## src/rtl/rfft_pkg.sv

```systemverilog
// Shared definitions for the 8-point real FFT controller: default geometry,
// FSM state encoding and the constant mux selects driven while a run is active.
package rfft_pkg;

  localparam int RFFT_ADDR_BIT   = 3;
  localparam int RFFT_MEM_HEIGHT = 8;
  localparam int RFFT_ENG_LAT    = 2;

  typedef enum logic [1:0] {
    S_IDLE  = 2'd0,
    S_ISSUE = 2'd1,
    S_DRAIN = 2'd2,
    S_DONE  = 2'd3
  } state_t;

  // Datapath mux selects that do not change between stages.
  localparam logic       M11_SEL = 1'b0;
  localparam logic [1:0] M12_SEL = 2'd1;
  localparam logic [1:0] M13_SEL = 2'd2;
  localparam logic       M14_SEL = 1'b1;

endpackage

```

## src/rtl/rfft_wr_delay.sv

```systemverilog
// Fixed-depth shift register that replays {wr_en, addr_write} DEPTH cycles
// after the read issue, matching the butterfly engine latency.
module rfft_wr_delay #(
  parameter int W     = 13,
  parameter int DEPTH = 2
) (
  input  logic         clk,
  input  logic         rst,
  input  logic [W-1:0] d,
  output logic [W-1:0] q
);

  logic [DEPTH-1:0][W-1:0] pipe;

  // Shift one slot per cycle; reset drops every in-flight write.
  always_ff @(posedge clk or posedge rst) begin
    if (rst) begin
      pipe <= '0;
    end else begin
      pipe[0] <= d;
      for (int i = 1; i < DEPTH; i++) pipe[i] <= pipe[i-1];
    end
  end

  assign q = pipe[DEPTH-1];

endmodule

```

## src/rtl/rfft_ctrl.sv

```systemverilog
// Two-stage, two-butterfly-per-stage controller for a radix-4 real FFT engine.
// Sequences in-place memory reads, delayed writes, twiddle index and mux selects.
module rfft_ctrl
  import rfft_pkg::*;
#(
  parameter int ADDR_BIT   = RFFT_ADDR_BIT,
  parameter int MEM_HEIGHT = RFFT_MEM_HEIGHT,
  parameter int ENG_LAT    = RFFT_ENG_LAT
) (
  input  logic                  clk,
  input  logic                  rst,
  input  logic                  start,
  input  logic                  in_valid,
  output logic                  in_rd,
  output logic                  busy,
  output logic                  done,
  output logic                  m0,
  output logic                  m11,
  output logic [1:0]            m12,
  output logic [1:0]            m13,
  output logic                  m14,
  output logic                  m21,
  output logic                  m22,
  output logic                  m23,
  output logic                  m24,
  output logic                  bypass_en,
  output logic [ADDR_BIT-1:0]   tw_idx,
  output logic [ADDR_BIT*4-1:0] addr_read,
  output logic [ADDR_BIT*4-1:0] addr_write,
  output logic                  wr_en
);

  localparam int AW4 = ADDR_BIT * 4;
  localparam int CW  = (ENG_LAT > 1) ? $clog2(ENG_LAT) : 1;
  // Butterflies per stage: each consumes 4 words.
  localparam logic [ADDR_BIT-1:0] BFLY_LAST  = ADDR_BIT'(MEM_HEIGHT / 4 - 1);
  localparam logic [CW-1:0]       DRAIN_LAST = CW'(ENG_LAT - 1);

  state_t              state, nxt_state;
  logic                stage, nxt_stage;
  logic [ADDR_BIT-1:0] bfly, nxt_bfly;
  logic [CW-1:0]       cnt, nxt_cnt;
  logic                issue;
  logic                nxt_act;
  logic [AW4-1:0]      nxt_addr;
  logic [ADDR_BIT-1:0] nxt_tw;
  logic [AW4:0]        dly_q;

  // Stage 0 consumes an upstream group, so it can only issue when one is present.
  assign issue = (state == S_ISSUE) && (stage || in_valid);
  assign in_rd = issue && !stage;

  // Next-state and counter update.
  always_comb begin
    nxt_state = state;
    nxt_stage = stage;
    nxt_bfly  = bfly;
    nxt_cnt   = cnt;
    case (state)
      S_IDLE: begin
        if (start) begin
          nxt_state = S_ISSUE;
          nxt_stage = 1'b0;
          nxt_bfly  = '0;
        end
      end
      S_ISSUE: begin
        if (issue) begin
          if (bfly == BFLY_LAST) begin
            nxt_state = S_DRAIN;
            nxt_cnt   = '0;
          end else begin
            nxt_bfly = bfly + 1'b1;
          end
        end
      end
      S_DRAIN: begin
        // Hold off the next stage until the last write of this one has landed.
        if (cnt == DRAIN_LAST) begin
          nxt_cnt  = '0;
          nxt_bfly = '0;
          if (!stage) begin
            nxt_state = S_ISSUE;
            nxt_stage = 1'b1;
          end else begin
            nxt_state = S_DONE;
          end
        end else begin
          nxt_cnt = cnt + 1'b1;
        end
      end
      S_DONE: begin
        nxt_state = S_IDLE;
        nxt_stage = 1'b0;
        nxt_bfly  = '0;
      end
      default: nxt_state = S_IDLE;
    endcase
  end

  // Read addresses and twiddle index for the upcoming cycle; a0 sits in the MSBs.
  always_comb begin
    nxt_act  = (nxt_state == S_ISSUE) || (nxt_state == S_DRAIN);
    nxt_addr = '0;
    nxt_tw   = '0;
    if (nxt_act) begin
      for (int k = 0; k < 4; k++) begin
        if (!nxt_stage)
          nxt_addr[AW4-1-k*ADDR_BIT -: ADDR_BIT] = nxt_bfly + ADDR_BIT'(2 * k);
        else
          nxt_addr[AW4-1-k*ADDR_BIT -: ADDR_BIT] = (nxt_bfly << 2) + ADDR_BIT'(k);
      end
      if (nxt_stage) nxt_tw = nxt_bfly << 1;
    end
  end

  // State registers plus registered control outputs aligned with addr_read.
  always_ff @(posedge clk or posedge rst) begin
    if (rst) begin
      state     <= S_IDLE;
      stage     <= 1'b0;
      bfly      <= '0;
      cnt       <= '0;
      busy      <= 1'b0;
      done      <= 1'b0;
      addr_read <= '0;
      tw_idx    <= '0;
      bypass_en <= 1'b1;
      m0        <= 1'b0;
      m11       <= 1'b0;
      m12       <= 2'd0;
      m13       <= 2'd0;
      m14       <= 1'b0;
      m21       <= 1'b0;
      m22       <= 1'b0;
      m23       <= 1'b0;
      m24       <= 1'b0;
    end else begin
      state     <= nxt_state;
      stage     <= nxt_stage;
      bfly      <= nxt_bfly;
      cnt       <= nxt_cnt;
      busy      <= (nxt_state != S_IDLE);
      done      <= (nxt_state == S_DONE);
      addr_read <= nxt_addr;
      tw_idx    <= nxt_tw;
      bypass_en <= (nxt_tw == '0);
      m0        <= nxt_act && nxt_stage;
      m11       <= (nxt_state != S_IDLE) ? M11_SEL : 1'b0;
      m12       <= (nxt_state != S_IDLE) ? M12_SEL : 2'd0;
      m13       <= (nxt_state != S_IDLE) ? M13_SEL : 2'd0;
      m14       <= (nxt_state != S_IDLE) ? M14_SEL : 1'b0;
      m21       <= nxt_act && nxt_stage;
      m22       <= nxt_act && nxt_stage;
      m23       <= nxt_act && nxt_stage;
      m24       <= nxt_act && nxt_stage;
    end
  end

  rfft_wr_delay #(
    .W     (AW4 + 1),
    .DEPTH (ENG_LAT)
  ) u_wr_delay (
    .clk (clk),
    .rst (rst),
    .d   ({issue, addr_read}),
    .q   (dly_q)
  );

  assign wr_en      = dly_q[AW4];
  assign addr_write = dly_q[AW4-1:0];

endmodule

```

## config.mk

```make
export PLATFORM = sky130hd
export DESIGN_NAME = rfft_ctrl
export DESIGN_NICKNAME = d
export VERILOG_FILES = /design/src/rtl/rfft_pkg.sv /design/src/rtl/rfft_wr_delay.sv /design/src/rtl/rfft_ctrl.sv
export SDC_FILE = /design/constraint.sdc
export NUM_CORES = 1
export LEC_CHECK = 0
export BUFFER_PORTS_ARGS = -buffer_cell sky130_fd_sc_hd__buf_2
export CORE_UTILIZATION = 35
export DETAILED_ROUTE_END_ITERATION = 6
export PLACE_DENSITY_LB_ADDON = 0.2
export REMOVE_ABC_BUFFERS = 1
export SLEW_MARGIN = 40
export SYNTH_ARGS = -nofsm -noshare
export SYNTH_HDL_FRONTEND = slang
export SYNTH_SLANG_ARGS = --single-unit
```

## constraint.sdc

```tcl
create_clock -name clk -period 4.2 [get_ports clk]
set_input_delay 0.63 -clock clk [delete_from_list [all_inputs] [get_ports clk]]
set_output_delay 0.63 -clock clk [all_outputs]
set_load 0.03 [all_outputs]
```

Word-level counts from Yosys, hierarchy flattened
Index checks and enable logic that the tools add are counted.
{"block": "totals", "ff_bits": 56, "in_bits": 4, "output_inout_bits": 43, "wordCells": 71}
{"block": "op_classes", "n_addsub": 8, "n_eq_ne": 9, "mux": 28, "reduce_logical": 11}
{"operator": "$mux W3", "n": 10}
{"operator": "$mux W12", "n": 1}
{"operator": "$mux W2", "n": 6}
{"operator": "$pmux W3 S4", "n": 1}
{"operator": "$add A3 B2 Y3 const B", "n": 3}
{"operator": "$eq A2 B2 Y1 const B", "n": 4}
{"operator": "$pmux W2 S4", "n": 1}
{"operator": "$mux W1", "n": 7}
{"operator": "$add A3 B1 Y3 const B", "n": 2}
{"operator": "$add A3 B3 Y3 const B", "n": 2}
{"operator": "$eq A2 B1 Y1 const B", "n": 2}
{"operator": "$reduce_bool A2 Y1", "n": 2}
{"operator": "$eq A3 B1 Y1 const B", "n": 1}
{"operator": "$logic_and A1 B1 Y1", "n": 3}
{"operator": "$logic_not A3 Y1", "n": 1}
{"operator": "$pmux W1 S3", "n": 1}
{"operator": "$reduce_and A3 Y1", "n": 1}
{"operator": "$logic_not A2 Y1", "n": 1}
{"operator": "$logic_or A1 B1 Y1", "n": 2}
{"operator": "$ne A2 B1 Y1 const B", "n": 1}
{"operator": "$ne A2 B2 Y1 const B", "n": 1}
{"operator": "$pmux W1 S2", "n": 1}
{"operator": "$add A1 B1 Y1 const B", "n": 1}
{"operator": "$logic_not A1 Y1", "n": 1}

Logic depth before layout (Yosys ltp)
{"block": "logic_depth", "ltp_word": 8, "ltp_mapped": 11, "ltp_nobuf": 11}

Hierarchy
From an unflattened synthesis, not the netlist that was laid out.
{"block": "unflattened", "cells_unflattened": 159, "area_unflattened_um2": 1993.2}
{"module": "rfft_ctrl", "n_inst": 1, "cells_each": 119, "area_each_um2": 1241.2, "seq_area_each_um2": 576.8}
{"module": "rfft_wr_delay", "n_inst": 1, "cells_each": 40, "area_each_um2": 752.0, "seq_area_each_um2": 650.6}

Least setup slack after synthesis
Ideal clock, no wire load.
{"block": "synth_path", "path_kind": "reg-to-output", "start": "register state[1]", "end": "output in_rd", "arrival_ns": 1.241, "t_required_ns": 3.570, "setup_slack_ns": 2.329, "stages_incl_launch_ff": 5, "n_path_buf": 1, "path_cell_list": "dfrtp_1 -> buf_6 -> and2b_2 -> o21ai_0 -> nor2_1"}
{"block": "synth_via", "elab_chain_len": 3}
{"item": "start, declared", "line": "rfft_ctrl.sv:39", "text": "state_t state, nxt_state;"}
{"item": "start signal, assigned", "line": "rfft_ctrl.sv:139", "text": "state <= nxt_state;"}
{"item": "$eq A2 B1 Y1", "line": "rfft_ctrl.sv:50", "text": "assign issue = (state == S_ISSUE) && (stage || in_valid);"}
{"item": "$logic_and A1 B1 Y1", "line": "rfft_ctrl.sv:50"}
{"item": "$logic_and A1 B1 Y1", "line": "rfft_ctrl.sv:51", "text": "assign in_rd = issue && !stage;"}
{"item": "end, declared", "line": "rfft_ctrl.sv:14", "text": "output logic in_rd,"}
Every way passes these cells.

Final worst setup path
{"block": "layout_path", "start": "register state[0]", "end": "output in_rd"}
The elaborated chain is that of the path after synthesis.

==> summary.txt <==
Run status
  • Status: complete, no violations

Setup path
  • Reg2Reg Setup Slack: 2.07 ns
  • CP Launch Type: flip-flop
  • Slowest CP cell: dfrtp_1
  • Critical Path RT: 3.57 ns
  • Slowest stage delay, CP: 0.53 ns
  • Reg2reg end: addr_read[8]
  • Crit end category: output port
  • CP arrival: 1.56 ns
  • Reg2reg start: bfly[1]
  • Critical path cell sequence: and2b_2, o21ai_0, nor2_1, buf_2
  • Reg2reg path depth: 10
  • WS Path Type: reg2out
  • Crit Path Max Fanout: 9

Timing
  • Final Hold Fails: 0
  • Final Skew: 0.00657 ns
  • Tcrit/Tclk final: 52.1%
  • Worst relative slew slack: 65.4%
  • Worst slew pin tran: 0.519 ns
  • RSZ-0062 raised after global routing: no
  • TNS Setup: 0 ns
  • Fmax: 457 MHz
  • Worst Slack Setup Final: 2.01 ns
  • Final max-slew violation count: 0
  • Final min period: 2.19 ns
  • Final setup vio count: 0

CTS
  • Worst-skew pair later-pin latency: 0.29 ns
  • Clock sink total: 45
  • CTS buffer count: 5
  • Clock-pin transition on the worst setup and hold timing paths: 0.07 ns
  • Post-CTS Setup Bufs: 0
  • Clock buffer depth: 2
  • H-tree depth: 2
  • CTS Hold Bufs: 0
  • Clock Root Buffer: clkbuf_8
  • TritonCTS clock tree: yes
  • PostCTS Resize Cnt: 0

Floorplan
  • # rows: 25
  • Area of the die: 0.00537 mm^2
  • DIE WIDTH: 73.3 um
  • Starting Density: 36.9%
  • Die H: 73.3 um
  • I/O pin count: 47
  • Core ar.: 0.00482 mm^2

Global route
  • Initial antenna violation count: 0
  • First-pass GRT wire length: 4.33 mm
  • Gr ovfl total: 0
  • Grt met3 use: 3.57%
  • Grt met1 use: 13.0%
  • Vias in the first global route: 972
  • Met2 usage: 17.1%
  • Gr busiest metal: met2
  • GRT Util Overall: 11.1%
  • Largest net degree at the start of global routing: 46

Yosys
  • Yosys reg bits: 45
  • Cells after synthesis: 143
  • Distinct cells, synth: 33
  • Commonest register cell after synthesis: dfrtp_1
  • Post-Syn Area per Cell: 12.4 um^2
  • Post-synth EDFFs: 0
  • YS warnings: 0
  • Post-synthesis sequential area ratio: 63.4%
  • Post-Syn Area: 0.00178 mm^2
  • Asr flop ratio synth: 100%

Drt
  • Remaining antenna violation count: 0
  • Iteration-0 DRC count of the detailed router: 28
  • DRC: 0
  • Drt wl/cell: 11.8 um
  • WL final: 2.79 mm
  • Vias per std cell: 4.25
  • Drt pass-1 iters: 4
  • Via Count: 1007

Worst hold path
  • Hold Path Class: reg2reg
  • Hold EP: u_wr_delay.q[0]
  • Hold Crit Depth: 0
  • Hold Path Origin: u_wr_delay.pipe[6]

Placed design
  • HPWL Detailed: 2.00 mm
  • Placed cell area: 0.00189 mm^2
  • Dpl ws: 2.01 ns
  • Port bufs: 42
  • Final RePlAce weighted congestion: 0.875

Power and ir drop
  • Sequential power share: 41.8%
  • Power density over the cells: 796 mW/mm^2
  • Clock network fraction of total power: 15.5%
  • Leak: 1.05 nW
  • Maximum VDD drop: 0.232 mV
  • Switch Pwr: 0.000664 W
  • Internal Pwr Total: 0.000905 W
  • Total power: 0.00157 W
  • Sw Share: 42.3%
  • Comb pwr share: 42.6%

Layout
  • Layout cells sized above 1: 35.9%
  • ANT cells: 0
  • Layout net count: 177
  • Area delta synth->final: 10.8%
  • Final core occ: 40.9%
  • Final instance area: 0.00197 mm^2

Job
  • Max Cap Violations: 0
[Yosys cell counts (all sizes together), types with 2 or more instances]
library cell	instances	area, um^2
inv	11	41.3
nor3	2	10.0
nor2	10	40.0
o21ai	8	40.0
a21boi	4	30.0
nand2	5	18.8
a21oi	2	10.0
nor2b	2	12.5
or4	2	18.8
and3	2	15.0
nand2b	4	32.5
nand3	5	42.5
buf	26	199
dfrtp	44	1100
ha	4	50.1
[cells in the final DEF, fill, tap and decap left out, types with 4 or more instances in the layout]
cell type / instances
dfrtp_1: 44
buf_2: 42
inv_1: 10
nor2_1: 9
o21ai_0: 8
nand2_1: 5
clkbuf_8: 5
a21boi_0: 4
ha_1: 4
conb_1: 4
[cell families after synthesis]
family | count (synthesis) | synth area share, %
xor gates and xnor gates | 1 | 0.914
DFF | 45 | 63.4
AOI/OAI and AO/OA | 21 | 7.53
buffers and inverters | 37 | 13.5
other | 1 | 0.211
adders and majority gates | 4 | 2.81
and+or+nand+nor | 34 | 11.7
[critical path: cells and delay by family, from the launching register on]
| family | cells | cell delay [ns] |
|---|---|---|
| buf+inv | 1 | 0.20 |
| flops | 1 | 0.53 |
| simple gates | 2 | 0.37 |
| compound gates | 1 | 0.18 |
[metrics by stage]
step / std cells / hold slack, ns
after floorplan: 120 / 0.331
after global placement: 229 / 0.331
after detailed placement: 229 / 0.335
after CTS: 237 / 0.352
after global routing: 237 / 0.355
final: 237 / 0.350
[worst max path at each step]
stage               depth (start not counted)  slack, ns            to  startpoint
detailed placement                          9       2.01  addr_read[8]    in_valid
CTS                                         4       2.00         in_rd    state[0]
finish                                      4       2.01         in_rd    state[0]
floorplan                                   8       2.34  addr_read[8]    in_valid
global route                               10       1.82  addr_read[8]     bfly[1]
global placement                            9       2.09  addr_read[8]    in_valid
[routing by layer]
metal	up-vias	part of all wire [%]
met4	0	2.7
met1	476	43
met3	7	6.9
met2	41	48
met5	-	0
li1	483	-
[registers in the layout, indices dropped and copies added, names as in the netlist]
name             cells
state                2
addr_read           10
u_wr_delay.pipe     11
cnt                  1
u_wr_delay.q        11
tw_idx               2
busy                 1
bypass_en            1
m24                  1
stage                1
done                 1
bfly                 3
[cell type report]
type | count | area [um^2]
well taps | 67 | 83.8
inverters | 11 | 43.8
fillers | 485 | 2850
repair buffers | 42 | 210
multi-input cells | 64 | 423
flip-flops and latches | 45 | 1130
clock inverters | 2 | 10.0
clock buffers | 6 | 72.6
[power by group through the flow]
| stage | Combinational [W] | Clock, W | Sequential [W] |
|---|---|---|---|
| 2_1_floorplan | 0.000267 | 0 | 0.000878 |
| 3_3_place_gp | 0.000664 | 0 | 0.000661 |
| 3_5_place_dp | 0.000670 | 0 | 0.000668 |
| 4_1_cts | 0.000674 | 0.000254 | 0.000660 |
| 5_1_grt | 0.000733 | 0.000272 | 0.000677 |
| 6_report | 0.000669 | 0.000244 | 0.000657 |
No activity file was read; power rests on OpenSTA's default activity.
